### src/rtl/hdlc_tx_scheduler_if.sv
// ============================================================================
// hdlc_tx_scheduler_if : requester and Tx-core signal bundle for the scheduler
// Rev 1.0
// ============================================================================
`default_nettype none

interface hdlc_tx_scheduler_if;
  logic [1:0]      Req_Valid;
  logic [1:0][7:0] Req_Data;
  logic [1:0]      Req_Last;
  logic [1:0]      Req_Ready;
  logic [1:0]      Grant;
  logic            Tx_WrBuff;
  logic [7:0]      Tx_DataIn;
  logic            Tx_Enable;
  logic            Tx_AbortFrame;
  logic            Tx_Done;
  logic            Tx_Full;
  logic            Frame_Err;

  modport master (
    output Req_Valid, Req_Data, Req_Last, Tx_Done, Tx_Full,
    input  Req_Ready, Grant, Tx_WrBuff, Tx_DataIn, Tx_Enable, Tx_AbortFrame, Frame_Err
  );

  modport slave (
    input  Req_Valid, Req_Data, Req_Last, Tx_Done, Tx_Full,
    output Req_Ready, Grant, Tx_WrBuff, Tx_DataIn, Tx_Enable, Tx_AbortFrame, Frame_Err
  );
endinterface

`default_nettype wire

### src/rtl/hdlc_tx_scheduler.sv
// ============================================================================
// hdlc_tx_scheduler : round-robin sharing of one HDLC transmitter by two
// requesters; define HDLC_TX_SCHED_TIMEOUT_EN for the LOAD stall watchdog. Rev 1.0
// ============================================================================
`default_nettype none

module hdlc_tx_scheduler #(
  parameter int unsigned MAX_FRAME      = 126,
  parameter int unsigned TIMEOUT_CYCLES = 1024
) (
  input  logic                Clk,
  input  logic                Rst,
  hdlc_tx_scheduler_if.slave  bus
);

  typedef enum logic [2:0] {
    IDLE  = 3'd0,
    LOAD  = 3'd1,
    START = 3'd2,
    SEND  = 3'd3,
    DRAIN = 3'd4
  } state_t;

  localparam logic [7:0] C_MAX_FRAME = 8'(MAX_FRAME);
  localparam logic [7:0] C_LAST_IDX  = 8'(MAX_FRAME - 1);

  if (MAX_FRAME < 1 || MAX_FRAME > 255 || TIMEOUT_CYCLES < 1 || TIMEOUT_CYCLES > 65535) begin : g_badParams
    $error("hdlc_tx_scheduler: MAX_FRAME or TIMEOUT_CYCLES out of range");
  end

  state_t     r_state;
  logic       r_ptr;
  logic       r_owner;
  logic       r_sawLow;
  logic [7:0] r_count;
  logic [1:0] r_grant;
  logic       r_wrBuff;
  logic [7:0] r_dataIn;
  logic       r_enable;
  logic       r_abort;
  logic       r_frameErr;

  logic [1:0] w_ready;
  logic       w_hs;
  logic       w_last;
  logic [7:0] w_data;
  logic       w_pick;
  logic       w_timeout;

  always_comb begin
    w_ready = 2'b00;
    if (r_state == LOAD && !bus.Tx_Full && r_count < C_MAX_FRAME)
      w_ready[r_owner] = 1'b1;
    else if (r_state == DRAIN)
      w_ready[r_owner] = 1'b1;
  end

  assign w_hs   = bus.Req_Valid[r_owner] & w_ready[r_owner];
  assign w_last = bus.Req_Last[r_owner];
  assign w_data = bus.Req_Data[r_owner];
  // Contention goes to the pointer; otherwise whichever requester is valid.
  assign w_pick = (&bus.Req_Valid) ? r_ptr : bus.Req_Valid[1];

`ifdef HDLC_TX_SCHED_TIMEOUT_EN
  localparam logic [15:0] C_WDOG_LIMIT = 16'(TIMEOUT_CYCLES - 1);
  logic [15:0] r_wdog;

  assign w_timeout = (r_state == LOAD) && !w_hs && (r_wdog == C_WDOG_LIMIT);

  always_ff @(posedge Clk or negedge Rst) begin
    if (!Rst)
      r_wdog <= 16'd0;
    else if (r_state != LOAD || w_hs || w_timeout)
      r_wdog <= 16'd0;
    else
      r_wdog <= r_wdog + 16'd1;
  end
`else
  assign w_timeout = 1'b0;
`endif

  always_ff @(posedge Clk or negedge Rst) begin
    if (!Rst) begin
      r_state    <= IDLE;
      r_ptr      <= 1'b0;
      r_owner    <= 1'b0;
      r_sawLow   <= 1'b0;
      r_count    <= 8'd0;
      r_grant    <= 2'b00;
      r_wrBuff   <= 1'b0;
      r_dataIn   <= 8'h00;
      r_enable   <= 1'b0;
      r_abort    <= 1'b0;
      r_frameErr <= 1'b0;
    end else begin
      r_wrBuff   <= 1'b0;
      r_enable   <= 1'b0;
      r_abort    <= 1'b0;
      r_frameErr <= 1'b0;
      case (r_state)
        IDLE: begin
          if (bus.Tx_Done && |bus.Req_Valid) begin
            r_owner <= w_pick;
            r_grant <= w_pick ? 2'b10 : 2'b01;
            r_count <= 8'd0;
            r_state <= LOAD;
          end
        end
        LOAD: begin
          if (w_hs) begin
            r_count <= r_count + 8'd1;
            if (w_last) begin
              // Final write and start pulse land in the same cycle.
              r_wrBuff <= 1'b1;
              r_dataIn <= w_data;
              r_enable <= 1'b1;
              r_state  <= START;
            end else if (r_count == C_LAST_IDX) begin
              r_abort    <= 1'b1;
              r_frameErr <= 1'b1;
              r_state    <= DRAIN;
            end else begin
              r_wrBuff <= 1'b1;
              r_dataIn <= w_data;
            end
          end else if (w_timeout) begin
            r_abort    <= 1'b1;
            r_frameErr <= 1'b1;
            r_ptr      <= ~r_owner;
            r_grant    <= 2'b00;
            r_state    <= IDLE;
          end
        end
        START: begin
          r_sawLow <= 1'b0;
          r_state  <= SEND;
        end
        SEND: begin
          // Completion means Tx_Done seen low (busy) and then high again.
          if (!bus.Tx_Done) begin
            r_sawLow <= 1'b1;
          end else if (r_sawLow) begin
            r_sawLow <= 1'b0;
            r_ptr    <= ~r_owner;
            r_grant  <= 2'b00;
            r_state  <= IDLE;
          end
        end
        DRAIN: begin
          if (w_hs && w_last) begin
            r_ptr   <= ~r_owner;
            r_grant <= 2'b00;
            r_state <= IDLE;
          end
        end
        default: r_state <= IDLE;
      endcase
    end
  end

  assign bus.Req_Ready     = w_ready;
  assign bus.Grant         = r_grant;
  assign bus.Tx_WrBuff     = r_wrBuff;
  assign bus.Tx_DataIn     = r_dataIn;
  assign bus.Tx_Enable     = r_enable;
  assign bus.Tx_AbortFrame = r_abort;
  assign bus.Frame_Err     = r_frameErr;

endmodule

`default_nettype wire

### src/flat_wrapper.sv
// flat-port wrapper written by rule: the top's interface ports become plain ports
module hdlc_tx_scheduler_flat 
#(
  parameter int unsigned MAX_FRAME      = 126,
  parameter int unsigned TIMEOUT_CYCLES = 1024
)
  (Clk, Rst, bus_Req_Valid, bus_Req_Data, bus_Req_Last, bus_Tx_Done, bus_Tx_Full, bus_Req_Ready, bus_Grant, bus_Tx_WrBuff, bus_Tx_DataIn, bus_Tx_Enable, bus_Tx_AbortFrame, bus_Frame_Err);
  hdlc_tx_scheduler_if bus_i ();
  input  logic Clk;
  input  logic Rst;
  input wire logic [$bits(bus_i.Req_Valid)-1:0] bus_Req_Valid;
  input wire logic [$bits(bus_i.Req_Data)-1:0] bus_Req_Data;
  input wire logic [$bits(bus_i.Req_Last)-1:0] bus_Req_Last;
  input wire logic [$bits(bus_i.Tx_Done)-1:0] bus_Tx_Done;
  input wire logic [$bits(bus_i.Tx_Full)-1:0] bus_Tx_Full;
  output wire logic [$bits(bus_i.Req_Ready)-1:0] bus_Req_Ready;
  output wire logic [$bits(bus_i.Grant)-1:0] bus_Grant;
  output wire logic [$bits(bus_i.Tx_WrBuff)-1:0] bus_Tx_WrBuff;
  output wire logic [$bits(bus_i.Tx_DataIn)-1:0] bus_Tx_DataIn;
  output wire logic [$bits(bus_i.Tx_Enable)-1:0] bus_Tx_Enable;
  output wire logic [$bits(bus_i.Tx_AbortFrame)-1:0] bus_Tx_AbortFrame;
  output wire logic [$bits(bus_i.Frame_Err)-1:0] bus_Frame_Err;
  assign bus_i.Req_Valid = bus_Req_Valid;
  assign bus_i.Req_Data = bus_Req_Data;
  assign bus_i.Req_Last = bus_Req_Last;
  assign bus_i.Tx_Done = bus_Tx_Done;
  assign bus_i.Tx_Full = bus_Tx_Full;
  assign bus_Req_Ready = bus_i.Req_Ready;
  assign bus_Grant = bus_i.Grant;
  assign bus_Tx_WrBuff = bus_i.Tx_WrBuff;
  assign bus_Tx_DataIn = bus_i.Tx_DataIn;
  assign bus_Tx_Enable = bus_i.Tx_Enable;
  assign bus_Tx_AbortFrame = bus_i.Tx_AbortFrame;
  assign bus_Frame_Err = bus_i.Frame_Err;
  hdlc_tx_scheduler #(.MAX_FRAME(MAX_FRAME), .TIMEOUT_CYCLES(TIMEOUT_CYCLES)) u_core (.Clk(Clk), .Rst(Rst), .bus(bus_i));
endmodule
### config.mk
export PLATFORM = sky130hd
export DESIGN_NAME = hdlc_tx_scheduler_flat
export DESIGN_NICKNAME = d
export VERILOG_FILES = /design/src/rtl/hdlc_tx_scheduler_if.sv /design/src/rtl/hdlc_tx_scheduler.sv /design/src/flat_wrapper.sv
export SDC_FILE = /design/constraint.sdc
export NUM_CORES = 1
export LEC_CHECK = 0
export BUFFER_PORTS_ARGS = -buffer_cell sky130_fd_sc_hd__buf_4
export CAP_MARGIN = 10
export CELL_PAD_IN_SITES_DETAIL_PLACEMENT = 1
export CELL_PAD_IN_SITES_GLOBAL_PLACEMENT = 1
export CORE_MARGIN = 2
export CORE_UTILIZATION = 43
export CTS_CLUSTER_DIAMETER = 60
export DETAILED_ROUTE_END_ITERATION = 6
export MAX_ROUTING_LAYER = met4
export PLACE_DENSITY_LB_ADDON = 0.1
export SYNTH_ARGS = -nofsm -noshare
export SYNTH_HDL_FRONTEND = slang
export SYNTH_SLANG_ARGS = --single-unit
export TNS_END_PERCENT = 30
### constraint.sdc
create_clock -name Clk -period 4.47 [get_ports Clk]
set_input_delay 0.447 -clock Clk [delete_from_list [all_inputs] [get_ports Clk]]
set_output_delay 0.447 -clock Clk [all_outputs]
set_load 0.02 [all_outputs]
Yosys cells after proc, flatten, opt, wreduce, memory -nomap -nowiden. Cells that the tools add are included.

Equal/unequal tests: 12. Reduce and logical (&&, ||, !) cells: 19. Order comparisons: 3. Mux-type cells: 49. $add $sub $neg: 1. Bitwise logic cells: 2.

Operator list (count): $mux W8 (6); $mux W1 (23); $mux W3 (7); $pmux W8 S2 (1); $pmux W3 S5 (1); $mux W2 (7); $add A8 B1 Y8 const B (1); $eq A8 B7 Y1 const B (1); $lt A8 B7 Y1 const B (1); $ne A2 B1 Y1 const B (4); $eq A3 B2 Y1 const B (2); $pmux W2 S3 (1); $reduce_and A3 Y1 (2); $reduce_and A6 Y1 (1); $reduce_bool A2 Y1 (3); $logic_and A1 B1 Y1 (5); $reduce_and A5 Y1 (1); $ne A2 B2 Y1 const B (2); $pmux W1 S2 (2); $reduce_and A2 Y1 (2); $reduce_and A4 Y1 (1); $eq A3 B1 Y1 const B (1); $eq A3 B3 Y1 const B (1); $logic_not A3 Y1 (1); 9 further kinds (9).

Output and inout port bits: 16. Flip-flop bits (word level): 27. Bits of input ports: 24. Word-level logic and storage cells: 96.

Depth between registers and ports, before layout.
Depth after elaboration: 12. Depth in mapped cells: 6.

Worst setup path after synthesis. OpenSTA, ideal clock, no wires.

Kind: register to output. Start point: reg u_core.r_state[2]. End point: out bus_Req_Ready[0]. Arrival time: 1.409 ns. Required time: 4.023 ns. Cell stages (with the launch flop): 5. Path slack: 2.614 ns. Path buffers: 1. Path through: dfrtp_1 buf_4 or3b_2 o21a_1 nor2_1.

Cells in the longest elaborated chain, start to end: 4.

Ends and longest elaborated chain: start: declaration (line hdlc_tx_scheduler.sv:31) `state_t r_state;`; start signal: assignment (line hdlc_tx_scheduler.sv:84) `r_state <= IDLE;`; start signal: assignment (line hdlc_tx_scheduler.sv:106) `r_state <= LOAD;`; start signal: assignment (line hdlc_tx_scheduler.sv:117) `r_state <= START;`; $eq A3 B1 Y1 (line hdlc_tx_scheduler.sv:52) `if (r_state == LOAD && !bus.Tx_Full && r_count < C_MAX_FRAME)`; $logic_and A1 B1 Y1 (2 in series) (line hdlc_tx_scheduler.sv:52); $mux W2 (*) (line hdlc_tx_scheduler.sv:52); end: declaration (line flat_wrapper.sv:16) `output wire logic [$bits(bus_i.Req_Ready)-1:0] bus_Req_Ready;`.

Mark *: on every way between the ends. The rest lies on a longest branch, timed or not.

Worst setup path in the final report.
Start point: reg u_core.r_count[1]. End point: out bus_Req_Ready[1].

Cells in the longest elaborated chain, start to end: 3.

Ends and longest elaborated chain: start: declaration (line hdlc_tx_scheduler.sv:35) `logic [7:0] r_count;`; start signal: assignment (line hdlc_tx_scheduler.sv:111) `r_count <= r_count + 8'd1;`; $lt A8 B7 Y1 (line hdlc_tx_scheduler.sv:52); $logic_and A1 B1 Y1 (line hdlc_tx_scheduler.sv:52); $mux W2 (line hdlc_tx_scheduler.sv:52).

Every way passes these cells.

==> impl_metrics.tcl <==
set metrics [dict create \
    cp_top_family "simple AND/OR/NAND/NOR gates" \
    dp_hpwl_mm 2.693 \
    yosys_warnings 0 \
    hold_violations 0 \
    layout_commonest_cell "buf_4" \
    cts_sinks 27 \
    grt_start_max_net_pins 28 \
    synth_nets 167 \
    cts_setup_buffers 0 \
    crit_path_cell_trace "nand3_1 > nor2_1 > o21ai_0 > and2_1 > buf_4" \
    die_area_um2 3993 \
    setup_viol 0 \
    crit_required_ns 4.02 \
    grt_usage 0.1977 \
    cp_num_buf_inv 1 \
    period_share 0.5210 \
    die_w_um 63.19 \
    p_per_area_nw_per_um2 545.1 \
    core_region_area_um2 3363 \
    yosysSeqAreaShare 0.4485 \
    area_delta_synth_final_pct 21.01 \
    cts_tree "yes" \
    reg2reg_slack_ns 2.43 \
    initial_utilization 0.4479 \
    critPathLaunchType "flip-flop" \
    antenna_found_initial 0 \
    synth_cells 141 \
    path_depth 5 \
    maxSlewHeadroom 0.4643 \
    critPathCapture "bus_Req_Ready[1]" \
    ioPinCount 40 \
    fmax_mhz 429.4 \
    rr_worst_depth 3 \
    synth_edf_count 0 \
    synth_ff_type "dfrtp_1" \
    clkLatencyLatePin_ns 0.32 \
    r2r_start "u_core.r_owner" \
    period_minus_slack_ns 2.329 \
    cts.repair.resized 0 \
    postPlaceCellArea_um2 1797 \
    r2r-end "u_core.bus.Grant[0]" \
    yosysUniqueCellTypes 38 \
    arrival_ns 1.88 \
    end_kind "output port" \
    slowest_stage "dfrtp_1" \
    cts_root_buffer "clkbuf_4" \
    grt_pass1_wl_mm 6.092 \
    wl_per_cell_um 15.59 \
    synth.avg_cell_area_um2 10.68 \
    drc 0 \
    htreeDepth 1 \
    fillers 397 \
    fin_nets 203 \
    vias_per_cell 5.572 \
    max_stage_delay_ns 0.49 \
    path_class "reg2out" \
    cts.reportedPaths.clkPinSlew_ns 0.14 \
    ys_async_sr_fraction 1.000 \
    die_h_um 63.19 \
    worst_pin_slew_ns 0.7962 \
    clock_skew_ns 0.001146 \
    mostFrequentLayoutCells "buf_4 (39), dfrtp_1 (27), mux2_2 (19)" \
    setup_tns_ns 0 \
    io_buffers 39 \
    grt_pass1_vias 1313 \
    p_leak_nw 0.8246 \
    wl_mm 3.462 \
    drv_cap 0 \
    vias 1237 \
    cts_buffers 3 \
    slew_violations 0 \
    row_count 21 \
    crit_fanout 7 \
    synth_area_um2 1506 \
    ir_worst_vdd_mv 0.2610 \
    status "complete, no violations" \
    gp_congestion 0.8383 \
    drive_gt1_frac 0.3807 \
    insertedDiodeCount 0 \
    clock_path_buffers 2 \
    postLayoutCellArea_um2 1823 \
    startpoint "u_core.r_count[1]" \
    gr-total-overflow 0 \
    rsz0062_at_grt "false" \
    cts_hold_buf 0 \
    first_pass_iters 4 \
    ys_ff_latch 27 \
    drt_iter0_drc 31 \
    detail-route-antenna-nets 0 \
    hold_class "in2async" \
]
flip-flops by register name (all words and copies together), names as in the netlist:
signal	flops
u_core.r_state	3
u_core.bus.Tx_DataIn	8
u_core.r_count	8
u_core.r_sawLow	1
u_core.bus.Tx_AbortFrame	1
u_core.bus.Grant	2
u_core.bus.Tx_WrBuff	1
u_core.bus.Tx_Enable	1
u_core.r_ptr	1
u_core.r_owner	1
how the worst min path moves through the flow:
stage / from / end / slack [ns] / cells past startpoint
after floorplan: Rst / u_core.bus.Grant[0] / 0.15 / 0
after global placement: Rst / u_core.r_count[5] / 0.38 / 1
after CTS: Rst / u_core.r_state[0] / 0.02 / 1
final: Rst / u_core.r_count[5] / 0.008 / 1
after global routing: Rst / u_core.bus.Tx_AbortFrame / 0.006 / 1
after detailed placement: Rst / u_core.bus.Tx_AbortFrame / 0.39 / 1
cell families after synthesis:
kind of cell             share of synthesized area
AND/OR/NAND/NOR                             0.1960
AO/OA/AOI/OAI                               0.1296
flip-flops                                  0.4485
multiplexers                                0.1620
buffers and inverters                      0.04734
adder cells (fa/ha/maj)                    0.01661
Yosys cell counts (3+ instances only):
cell type / instances / area share
inv_1: 3 / 0.0075
nor3_1: 3 / 0.010
a21oi_1: 5 / 0.017
or4_1: 4 / 0.020
o21ai_0: 10 / 0.033
buf_4: 4 / 0.020
nor2b_1: 4 / 0.017
nor2_1: 6 / 0.015
mux2_2: 19 / 0.14
nand2_1: 11 / 0.027
dfrtp_1: 27 / 0.45
and3_1: 3 / 0.012
mux2i_1: 3 / 0.020
nand3_1: 7 / 0.023
a21o_1: 3 / 0.015
stage by stage:
step                worst slack [ns]  cells  hold slack [ns]    util  total power, mW
finish                         2.141    222         0.008150  0.5420           0.9937
global placement               2.470    218           0.3798  0.5342           0.8752
detailed placement             2.391    218           0.3875  0.5342           0.8985
floorplan                      2.614    141           0.1514       -           0.7480
CTS                            2.129    222          0.01930  0.5420            1.006
global route                   1.975    222         0.006360  0.5420            1.073
per-layer routing:
metal  GRT usage  part of all wire
met3     0.03750             0.054
met4     0.06793             0.020
met5           -                 0
met1      0.2359              0.44
met2      0.3364              0.49
area by class of cell:
cell class / count / area (µm²) / share of cell area
clock buffer: 4 / 26.28 / 0.01441
inverter: 3 / 11.26 / 0.006177
multi-input combinational: 103 / 759.5 / 0.4166
sequential: 27 / 675.6 / 0.3706
tap: 46 / 57.56 / 0.03157
timing repair buffer: 39 / 292.8 / 0.1606
power by group:
group	switching, mW	internal [mW]	total [mW]
clock network	0.0708	0.0350	0.106
registers	0.104	0.329	0.433
logic	0.223	0.231	0.455
total	0.398	0.596	0.994
(Power assumes the default switching activity.)
